$ cat src/rtl/uart_rx_param_if.sv
// Receiver-side bundle: serial line in, committed word plus status out.
// valid is a one-cycle strobe with no ready; data_rx and both flags are stable from that cycle until the next strobe.
interface uart_rx_param_if #(
  parameter int DATA_BITS = 8
);
  logic                 din;
  logic [DATA_BITS-1:0] data_rx;
  logic                 valid;
  logic                 parity_err;
  logic                 frame_err;
  logic                 busy;
  logic [2:0]           state_dbg;

  modport master (
    output din,
    input  data_rx, valid, parity_err, frame_err, busy, state_dbg
  );

  modport slave (
    input  din,
    output data_rx, valid, parity_err, frame_err, busy, state_dbg
  );
endinterface

$ cat src/rtl/uart_rx_param.sv
// Parametrised UART receiver with parity, 1/2 stop bits and error flags.
// Define UART_RX_MAJORITY_EN for 2-of-3 majority sampling around mid-bit (adds one cycle of latency).
module uart_rx_param #(
  parameter int CLKS_PER_BIT = 279,
  parameter int DATA_BITS    = 8,
  parameter int PARITY_MODE  = 0,
  parameter int STOP_BITS    = 1
) (
  input logic            clk,
  input logic            rst_n,
  uart_rx_param_if.slave rx
);
  localparam int MID = CLKS_PER_BIT / 2;
  localparam int CW  = $clog2(CLKS_PER_BIT);
  localparam int IW  = $clog2(DATA_BITS);
`ifdef UART_RX_MAJORITY_EN
  localparam int SAMPLE_AT = MID + 1;
`else
  localparam int SAMPLE_AT = MID;
`endif
  localparam logic [CW-1:0] SAMPLE_CNT = CW'(SAMPLE_AT);
  localparam logic [CW-1:0] LAST_CNT   = CW'(CLKS_PER_BIT - 1);
  localparam logic [IW-1:0] LAST_DATA  = IW'(DATA_BITS - 1);
  localparam logic [IW-1:0] LAST_STOP  = IW'(STOP_BITS - 1);

  typedef enum logic [2:0] {
    IDLE    = 3'd0,
    START   = 3'd1,
    DATA    = 3'd2,
    PARITY  = 3'd3,
    STOP    = 3'd4,
    RECOVER = 3'd5
  } state_t;

  state_t               state, state_n;
  logic [CW-1:0]        cnt;
  logic [IW-1:0]        idx;
  logic [DATA_BITS-1:0] shift;
  logic                 frame_acc;
  logic                 parity_bad;
  logic                 bit_val;
  logic                 at_sample;
  logic                 at_last;
  logic                 cnt_clr;
  logic                 idx_clr;
  logic                 idx_inc;
  logic                 commit;

`ifdef UART_RX_MAJORITY_EN
  // hist holds din from the two cycles before the decision cycle
  logic [1:0] hist;

  always_ff @(posedge clk or negedge rst_n) begin
    if (!rst_n) hist <= 2'b11;
    else        hist <= {hist[0], rx.din};
  end

  assign bit_val = (hist[1] & hist[0]) | (hist[1] & rx.din) | (hist[0] & rx.din);
`else
  assign bit_val = rx.din;
`endif

  assign at_sample    = (cnt == SAMPLE_CNT);
  assign at_last      = (cnt == LAST_CNT);
  assign rx.busy      = (state != IDLE);
  assign rx.state_dbg = state;

  always_ff @(posedge clk or negedge rst_n) begin
    if (!rst_n) state <= IDLE;
    else        state <= state_n;
  end

  always_comb begin
    state_n = state;
    cnt_clr = at_last;
    idx_clr = 1'b0;
    idx_inc = 1'b0;
    commit  = 1'b0;
    case (state)
      IDLE: begin
        cnt_clr = 1'b1;
        if (!rx.din) state_n = START;
      end
      START: begin
        if (at_sample && bit_val) begin
          state_n = IDLE;
          cnt_clr = 1'b1;
        end else if (at_last) begin
          state_n = DATA;
          idx_clr = 1'b1;
        end
      end
      DATA: begin
        if (at_last) begin
          if (idx == LAST_DATA) begin
            state_n = (PARITY_MODE != 0) ? PARITY : STOP;
            idx_clr = 1'b1;
          end else begin
            idx_inc = 1'b1;
          end
        end
      end
      PARITY: begin
        if (at_last) state_n = STOP;
      end
      STOP: begin
        // Commit at mid of the last stop bit so the next start edge is never missed
        if (at_sample && (idx == LAST_STOP)) begin
          commit  = 1'b1;
          cnt_clr = 1'b1;
          idx_clr = 1'b1;
          state_n = (frame_acc || !bit_val) ? RECOVER : IDLE;
        end else if (at_last) begin
          idx_inc = 1'b1;
        end
      end
      RECOVER: begin
        cnt_clr = 1'b1;
        if (rx.din) state_n = IDLE;
      end
      default: begin
        state_n = IDLE;
        cnt_clr = 1'b1;
      end
    endcase
  end

  always_ff @(posedge clk or negedge rst_n) begin
    if (!rst_n) begin
      cnt           <= '0;
      idx           <= '0;
      shift         <= '0;
      frame_acc     <= 1'b0;
      parity_bad    <= 1'b0;
      rx.data_rx    <= '0;
      rx.valid      <= 1'b0;
      rx.parity_err <= 1'b0;
      rx.frame_err  <= 1'b0;
    end else begin
      cnt      <= cnt_clr ? '0 : cnt + 1'b1;
      rx.valid <= commit;
      if (idx_clr)      idx <= '0;
      else if (idx_inc) idx <= idx + 1'b1;
      if (state == IDLE) begin
        frame_acc  <= 1'b0;
        parity_bad <= 1'b0;
      end
      if (at_sample) begin
        if (state == DATA) shift[idx] <= bit_val;
        // Even parity wants an even total count of ones, odd wants odd
        if (state == PARITY) parity_bad <= (PARITY_MODE == 1) ? (^shift ^ bit_val) : ~(^shift ^ bit_val);
        if ((state == STOP) && !bit_val) frame_acc <= 1'b1;
      end
      if (commit) begin
        rx.data_rx    <= shift;
        rx.parity_err <= parity_bad;
        rx.frame_err  <= frame_acc | ~bit_val;
      end
    end
  end
endmodule

$ cat src/flat_wrapper.sv
// flat-port wrapper written by rule: the top's interface ports become plain ports
module uart_rx_param_flat 
#(
  parameter int CLKS_PER_BIT = 279,
  parameter int DATA_BITS    = 8,
  parameter int PARITY_MODE  = 0,
  parameter int STOP_BITS    = 1
)
  (clk, rst_n, rx_din, rx_data_rx, rx_valid, rx_parity_err, rx_frame_err, rx_busy, rx_state_dbg);
  uart_rx_param_if #(.DATA_BITS(DATA_BITS)) rx_i ();
  input logic clk;
  input logic rst_n;
  input wire logic [$bits(rx_i.din)-1:0] rx_din;
  output wire logic [$bits(rx_i.data_rx)-1:0] rx_data_rx;
  output wire logic [$bits(rx_i.valid)-1:0] rx_valid;
  output wire logic [$bits(rx_i.parity_err)-1:0] rx_parity_err;
  output wire logic [$bits(rx_i.frame_err)-1:0] rx_frame_err;
  output wire logic [$bits(rx_i.busy)-1:0] rx_busy;
  output wire logic [$bits(rx_i.state_dbg)-1:0] rx_state_dbg;
  assign rx_i.din = rx_din;
  assign rx_data_rx = rx_i.data_rx;
  assign rx_valid = rx_i.valid;
  assign rx_parity_err = rx_i.parity_err;
  assign rx_frame_err = rx_i.frame_err;
  assign rx_busy = rx_i.busy;
  assign rx_state_dbg = rx_i.state_dbg;
  uart_rx_param #(.CLKS_PER_BIT(CLKS_PER_BIT), .DATA_BITS(DATA_BITS), .PARITY_MODE(PARITY_MODE), .STOP_BITS(STOP_BITS)) u_core (.clk(clk), .rst_n(rst_n), .rx(rx_i));
endmodule
$ cat config.mk
export PLATFORM = sky130hd
export DESIGN_NAME = uart_rx_param_flat
export DESIGN_NICKNAME = d
export VERILOG_FILES = /design/src/rtl/uart_rx_param_if.sv /design/src/rtl/uart_rx_param.sv /design/src/flat_wrapper.sv
export SDC_FILE = /design/constraint.sdc
export NUM_CORES = 1
export LEC_CHECK = 0
export ABC_AREA = 1
export CORE_MARGIN = 4
export CORE_UTILIZATION = 55
export DETAILED_ROUTE_END_ITERATION = 12
export PLACE_DENSITY = 0.76
export SYNTH_ARGS = -nofsm -noshare
export SYNTH_HDL_FRONTEND = slang
export SYNTH_SLANG_ARGS = --single-unit
export TNS_END_PERCENT = 50
$ cat constraint.sdc
create_clock -name clk -period 1.9 [get_ports clk]
set_input_delay 0.285 -clock clk [delete_from_list [all_inputs] [get_ports clk]]
set_output_delay 0.285 -clock clk [all_outputs]
set_load 0.005 [all_outputs]
**Word level (Yosys, flattened, before mapping)**

Index checks and enable logic that the tools add are counted.

- Flip-flop bits (word level): 36
- Input bits: 3
- Output and inout port bits: 15
- Word-level logic and storage cells: 83

- Add/subtract/negate cells: 2
- Order comparisons: 2
- Equality and inequality tests: 15
- Multiplexer cells: 36
- Bitwise operators: 4
- Reductions and logical operators: 14

Operator list:

| kind | count |
|---|---|
| 2-to-1 mux 3 bit | 11 |
| 2-to-1 mux 1 bit | 18 |
| one-hot mux 3 bit (6 select lines) | 1 |
| adder 9 x 1 -> 9 bit, second input constant | 1 |
| equality test 3 bit, second input constant | 3 |
| equality test 9 x 8 -> 1 bit, second input constant | 1 |
| equality test 9 bit, second input constant | 1 |
| 2-to-1 mux 9 bit | 1 |
| bitwise mux 8 bit | 1 |
| inequality test 2 x 1 -> 1 bit, second input constant | 4 |
| parity 8 bit | 1 |
| AND reduction 7 bit | 1 |
| equality test 3 x 2 -> 1 bit, second input constant | 2 |
| logical NOT 3 bit | 2 |
| one-hot mux 1 bit (3 select lines) | 2 |
| logical AND 1 bit | 4 |
| < comparator 3 x 4 -> 1 bit, second input constant | 1 |
| inequality test 2 bit, second input constant | 2 |
| adder 3 x 1 -> 3 bit, second input constant | 1 |
| demux 1 bit (select 3 bit) | 1 |
| equality test 3 x 1 -> 1 bit, second input constant | 1 |
| greater-or-equal comparator 3 x 1 -> 1 bit, second input constant | 1 |
| inequality test 3 x 1 -> 1 bit, second input constant | 1 |
| nonzero test 3 bit | 1 |
| 9 further kinds | 10 |

**Depth between registers and ports, before layout**

- Depth in word-level cells: 6
- Gate-level depth with buffers: 10
- Mapped depth without buffers: 10

**Worst setup path after synthesis**

Ideal clock, no wire load.

- Path kind: register -> register
- Start point: register u_core.cnt[0]
- End point: register u_core.rx.frame_err
- Arrival: 1363 ps
- Setup slack: 416 ps
- Stages on the path, launching flop included: 10
- Path buffers: 1
- Clock period less this slack: 1484 ps
- Cell sequence: dfrtp_1 > ha_1 > nand2_1 > nor2_2 > nand3b_4 > nor2_8 > inv_2 > buf_6 > nand2_1 > nand2_1

- Longest elaborated chain between the ends: 4

RTL lines:

| what | line | source |
|---|---|---|
| start: declaration | uart_rx_param.sv:36 | `logic [CW-1:0] cnt;` |
| start signal: assignment | uart_rx_param.sv:140 | `cnt <= cnt_clr ? '0 : cnt + 1'b1;` |
| equality test 9 x 8 -> 1 bit | uart_rx_param.sv:63 | `assign at_sample = (cnt == SAMPLE_CNT);` |
| logical AND 1 bit | uart_rx_param.sv:108 | `if (at_sample && (idx == LAST_STOP)) begin` |
| 2-to-1 mux 1 bit | uart_rx_param.sv:108 |  |
| 2-to-1 mux 1 bit | uart_rx_param.sv:79 | `case (state)` |
| named net u_core.commit | uart_rx_param.sv:47 | `logic commit;` |
| end signal: assignment | uart_rx_param.sv:157 | `rx.frame_err <= frame_acc \| ~bit_val;` |
| end: declaration | uart_rx_param_if.sv:21 | `output data_rx, valid, parity_err, frame_err, busy, state_dbg` |

The timed path passes the listed nets, and every way through them passes these cells.
A chain may end at the register's enable or synchronous reset.

**Worst setup path after layout**

- Start point: register u_core.state[2], in the netlist u_core.rx.state_dbg[2]
- End point: output rx_busy

- Longest elaborated chain between the ends: 1

RTL lines:

| what | line | source |
|---|---|---|
| start: declaration | uart_rx_param.sv:35 | `state_t state, state_n;` |
| start signal: assignment | uart_rx_param.sv:70 | `else state <= state_n;` |
| nonzero test 3 bit | uart_rx_param.sv:65 | `assign rx.busy = (state != IDLE);` |
| end: declaration | flat_wrapper.sv:18 | `output wire logic [$bits(rx_i.busy)-1:0] rx_busy;` |

No other way between the ends.

==> flow_summary.toml <==
[status]
status = "finished clean"

[global_route]
grt_max_degree = 37
grt_first_pass_wirelength_mm = 6.43
overflow = 0
antenna_found_initial = 0
gr-usage-all-layers_pct = 18.6
grt_pass1_vias = 1485

[route]
via_count = 1568
wirelength_mm = 3.58
drt_iter0_drc = 107
drt-wirelength-per-cell_um = 11.2
final_antenna_net_count = 0
drc = 0
drtPass1Iterations = 6
vias_per_cell = 4.92

[timing]
timing.setup.tns_ns = 0
skew_ns = 0.0166
final-max-slew-violation-count = 0
period_minus_slack_ns = 1.80
max_freq_mhz = 555
hold_viol = 0
worstMarginPinSlew_ns = 0.439
slew_headroom_pct = 70.5
finalCritPeriodShare_pct = 94.8
grt_setup_unrepaired = "no"
setup_viol = 0

[placement]
numPortBuffers = 17
routabilityCongestion = 0.820
dp_hpwl_mm = 2.76
dpl.cell_count = 310

[critical_path]
cp-start-kind = "register"
reg2reg_depth = 8
startpoint = "u_core.rx.state_dbg[2]"
critical_path_class = "reg2out"
rrSetupSlack_ns = 0.23
r2r-start = "u_core.idx[0]"
arrival_ns = 1.52
cp.required_ns = 1.62
worst-path-buf-inv = 2
crit_family = "buffers and inverters"
r2r_end = "u_core.idx[1]"
critPathMaxFanout = 6
cp-endpoint = "rx_busy"
worstPathCellList = "inv_1 > nand2_2 > clkdlybuf4s50_1"
cpMaxStageDelayCell = "dfrtp_2"
end_kind = "output port"
path_depth = 3
cpPeakStageDelay_ns = 0.46

[cts]
postCtsHoldBufs = 0
cts_buffers = 5
ctsHtreeMaxLevel = 2
cts-root-buf = "clkbuf_4"
clock_latency_ns = 0.34
path_clk_slew_ns = 0.12
cts.path.max_buffers = 2
cts_tree = "done"
cts.sinks = 36

[logic_synthesis]
syn_nets = 255
synth_top_family_by_area = "simple AND/OR/NAND/NOR gates"
synth-edff-count = 0
synth_compound_area_share_pct = 6.59
yosys_warnings = 0
yosys.area.top_type_share_pct = 46.0
synth_area_mm2 = 0.00196
synthMuxAreaShare_pct = 0
synthTopCellsByCount = "nand2_1 (91), dfrtp_1 (36), nor2_1 (25)"
synth_cells = 247
synth_area_leaders = "dfrtp_1 (46%), nand2_1 (17%), nor2_1 (4.8%)"
syn_area_per_cell_um2 = 7.92
yosysMostFrequentCell = "nand2_1"
post_synth_and_or_nand_nor_area_fraction_pct = 35.0
yosysSeqAreaShare_pct = 46.0
post_synth_num_cell_types = 29
synthAdderAreaFrac_pct = 3.20
synthArstFlopShare_pct = 100
synth_area_leader_cell = "dfrtp_1"
synth-seq-cells = 36
dominantRegCellSynth = "dfrtp_1"
synth_xor_area_share_pct = 3.58

[pwr]
p_leak_nw = 1.17
ir_drop_mv = 0.623
switchingPower_mw = 0.663
powerDensity_mw_per_mm2 = 861
power_frac_comb_pct = 28.8
switching_share_pct = 33.8
power.share.sequential_pct = 44.3
power_frac_clock_pct = 26.9
intPower_mw = 1.30

[cells_and_area]
drive_gt1_share_pct = 11.0
area_delta_synth_final_pct = 16.6
n_antenna_cell = 0
fin_cells = 319
num-nets-final = 280
nFillCells = 288

[min_path]
hp-class = "in2async"

[floorplan]
pin_count = 18
die_w_um = 67.7
die_area_mm2 = 0.00458
core-area_mm2 = 0.00339
die_h_um = 67.7
start_util_pct = 57.7
rows = 21

[job]
drv_cap = 0
## registers in the layout, summed over array words and instances, names as in the netlist
| register | count |
|---|---|
| u_core.cnt | 9 |
| u_core.rx.data_rx | 8 |
| u_core.shift | 8 |
| u_core.idx | 3 |
| u_core.rx.state_dbg | 3 |
| u_core.frame_acc | 1 |
| u_core.parity_bad | 1 |
| u_core.rx.frame_err | 1 |
| u_core.rx.parity_err | 1 |
| u_core.rx.valid | 1 |
## how the worst min path moves through the flow
stage	startpoint	to	slack [ns]	cells after the start
4_1_cts	rst_n	u_core.cnt[7]	0.35	2
3_3_place_gp	u_core.rx.data_rx[6]	u_core.rx.data_rx[6]	0.45	2
3_5_place_dp	u_core.rx.data_rx[6]	u_core.rx.data_rx[6]	0.46	2
5_1_grt	rst_n	u_core.cnt[7]	0.37	2
2_1_floorplan	rst_n	u_core.cnt[0]	-0.01	0
6_report	rst_n	u_core.cnt[7]	0.35	2
## per-layer routing
| metal | wire length [um] | vias up | global-route usage [%] |
|---|---|---|---|
| met2 | 1700 | 27 | 32.1 |
| li1 | - | 839 | - |
| met5 | 0 | - | 0 |
| met4 | 36 | 0 | 5.32 |
| met1 | 1690 | 697 | 22.9 |
| met3 | 148 | 5 | 4.49 |
## layout by cell type (no fill, tap or decap), types with 2 or more instances in the layout
| cell | instances |
|---|---|
| nand2_1 | 90 |
| dfrtp_1 | 34 |
| nor2_1 | 25 |
| inv_1 | 22 |
| clkdlybuf4s50_1 | 17 |
| nand3_1 | 12 |
| o21ai_1 | 8 |
| nor3_1 | 6 |
| nand4_1 | 6 |
| xor2_1 | 5 |
| ha_1 | 5 |
| clkbuf_4 | 5 |
| inv_2 | 3 |
| nand2_2 | 3 |
| o21ai_0 | 3 |
| xnor2_1 | 3 |
| o21ai_2 | 3 |
| buf_4 | 3 |
| nor2_4 | 2 |
| o31ai_1 | 2 |
| a21oi_1 | 2 |
| dfrtp_2 | 2 |
## through the flow
step | setup WS [ns] | area (um^2) | total power, mW | utilization (%) | hold WS (ns)
6_report | 0.0990 | 2280 | 1.96 | 67.3 | 0.346
5_1_grt | 0.00300 | 2280 | 2.09 | 67.3 | 0.372
4_1_cts | 0.0135 | 2270 | 1.96 | 66.9 | 0.350
3_5_place_dp | 0.203 | 2180 | 1.43 | 64.5 | 0.459
3_3_place_gp | 0.211 | 2180 | 1.42 | 64.5 | 0.455
2_1_floorplan | 0.416 | 1960 | 1.24 | - | -0.0106
## power groups by stage
stage / Combinational [mW] / Sequential, mW / Clock, mW
finish: 0.566 / 0.871 / 0.528
global route: 0.639 / 0.881 / 0.572
CTS: 0.538 / 0.879 / 0.545
detailed placement: 0.536 / 0.891 / 0
global placement: 0.531 / 0.889 / 0
floorplan: 0.360 / 0.883 / 0
## area by class of cell
type                       count  area, um^2  share of cell area, %
timing repair buffer          20         193                   8.44
clock buffer                   5        37.5                   1.64
multi-input combinational    184         955                   41.8
tap                           46        57.6                   2.52
sequential                    36         903                   39.6
clock inverter                 3        42.5                   1.86
inverter                      25        93.8                   4.11
## logic make-up (layout without fill, tap and decap cells)
kind of cell	count (synthesis)	count (layout)
adder cells (fa/ha/maj)	5	5
XOR/XNOR	8	8
AND/OR/NAND/NOR	150	150
flip-flops	36	36
buffers and inverters	27	53
AO/OA/AOI/OAI	21	21
## repair_timing
| action | CTS | global route |
|---|---|---|
| setup buffers | 0 | 1 |
| cloned | 0 | 0 |
| pin swaps | 0 | 0 |
| gates resized for setup | 2 | 2 |
| endpoints found under the setup margin | 1 | 2 |
(Power assumes the default switching activity.)
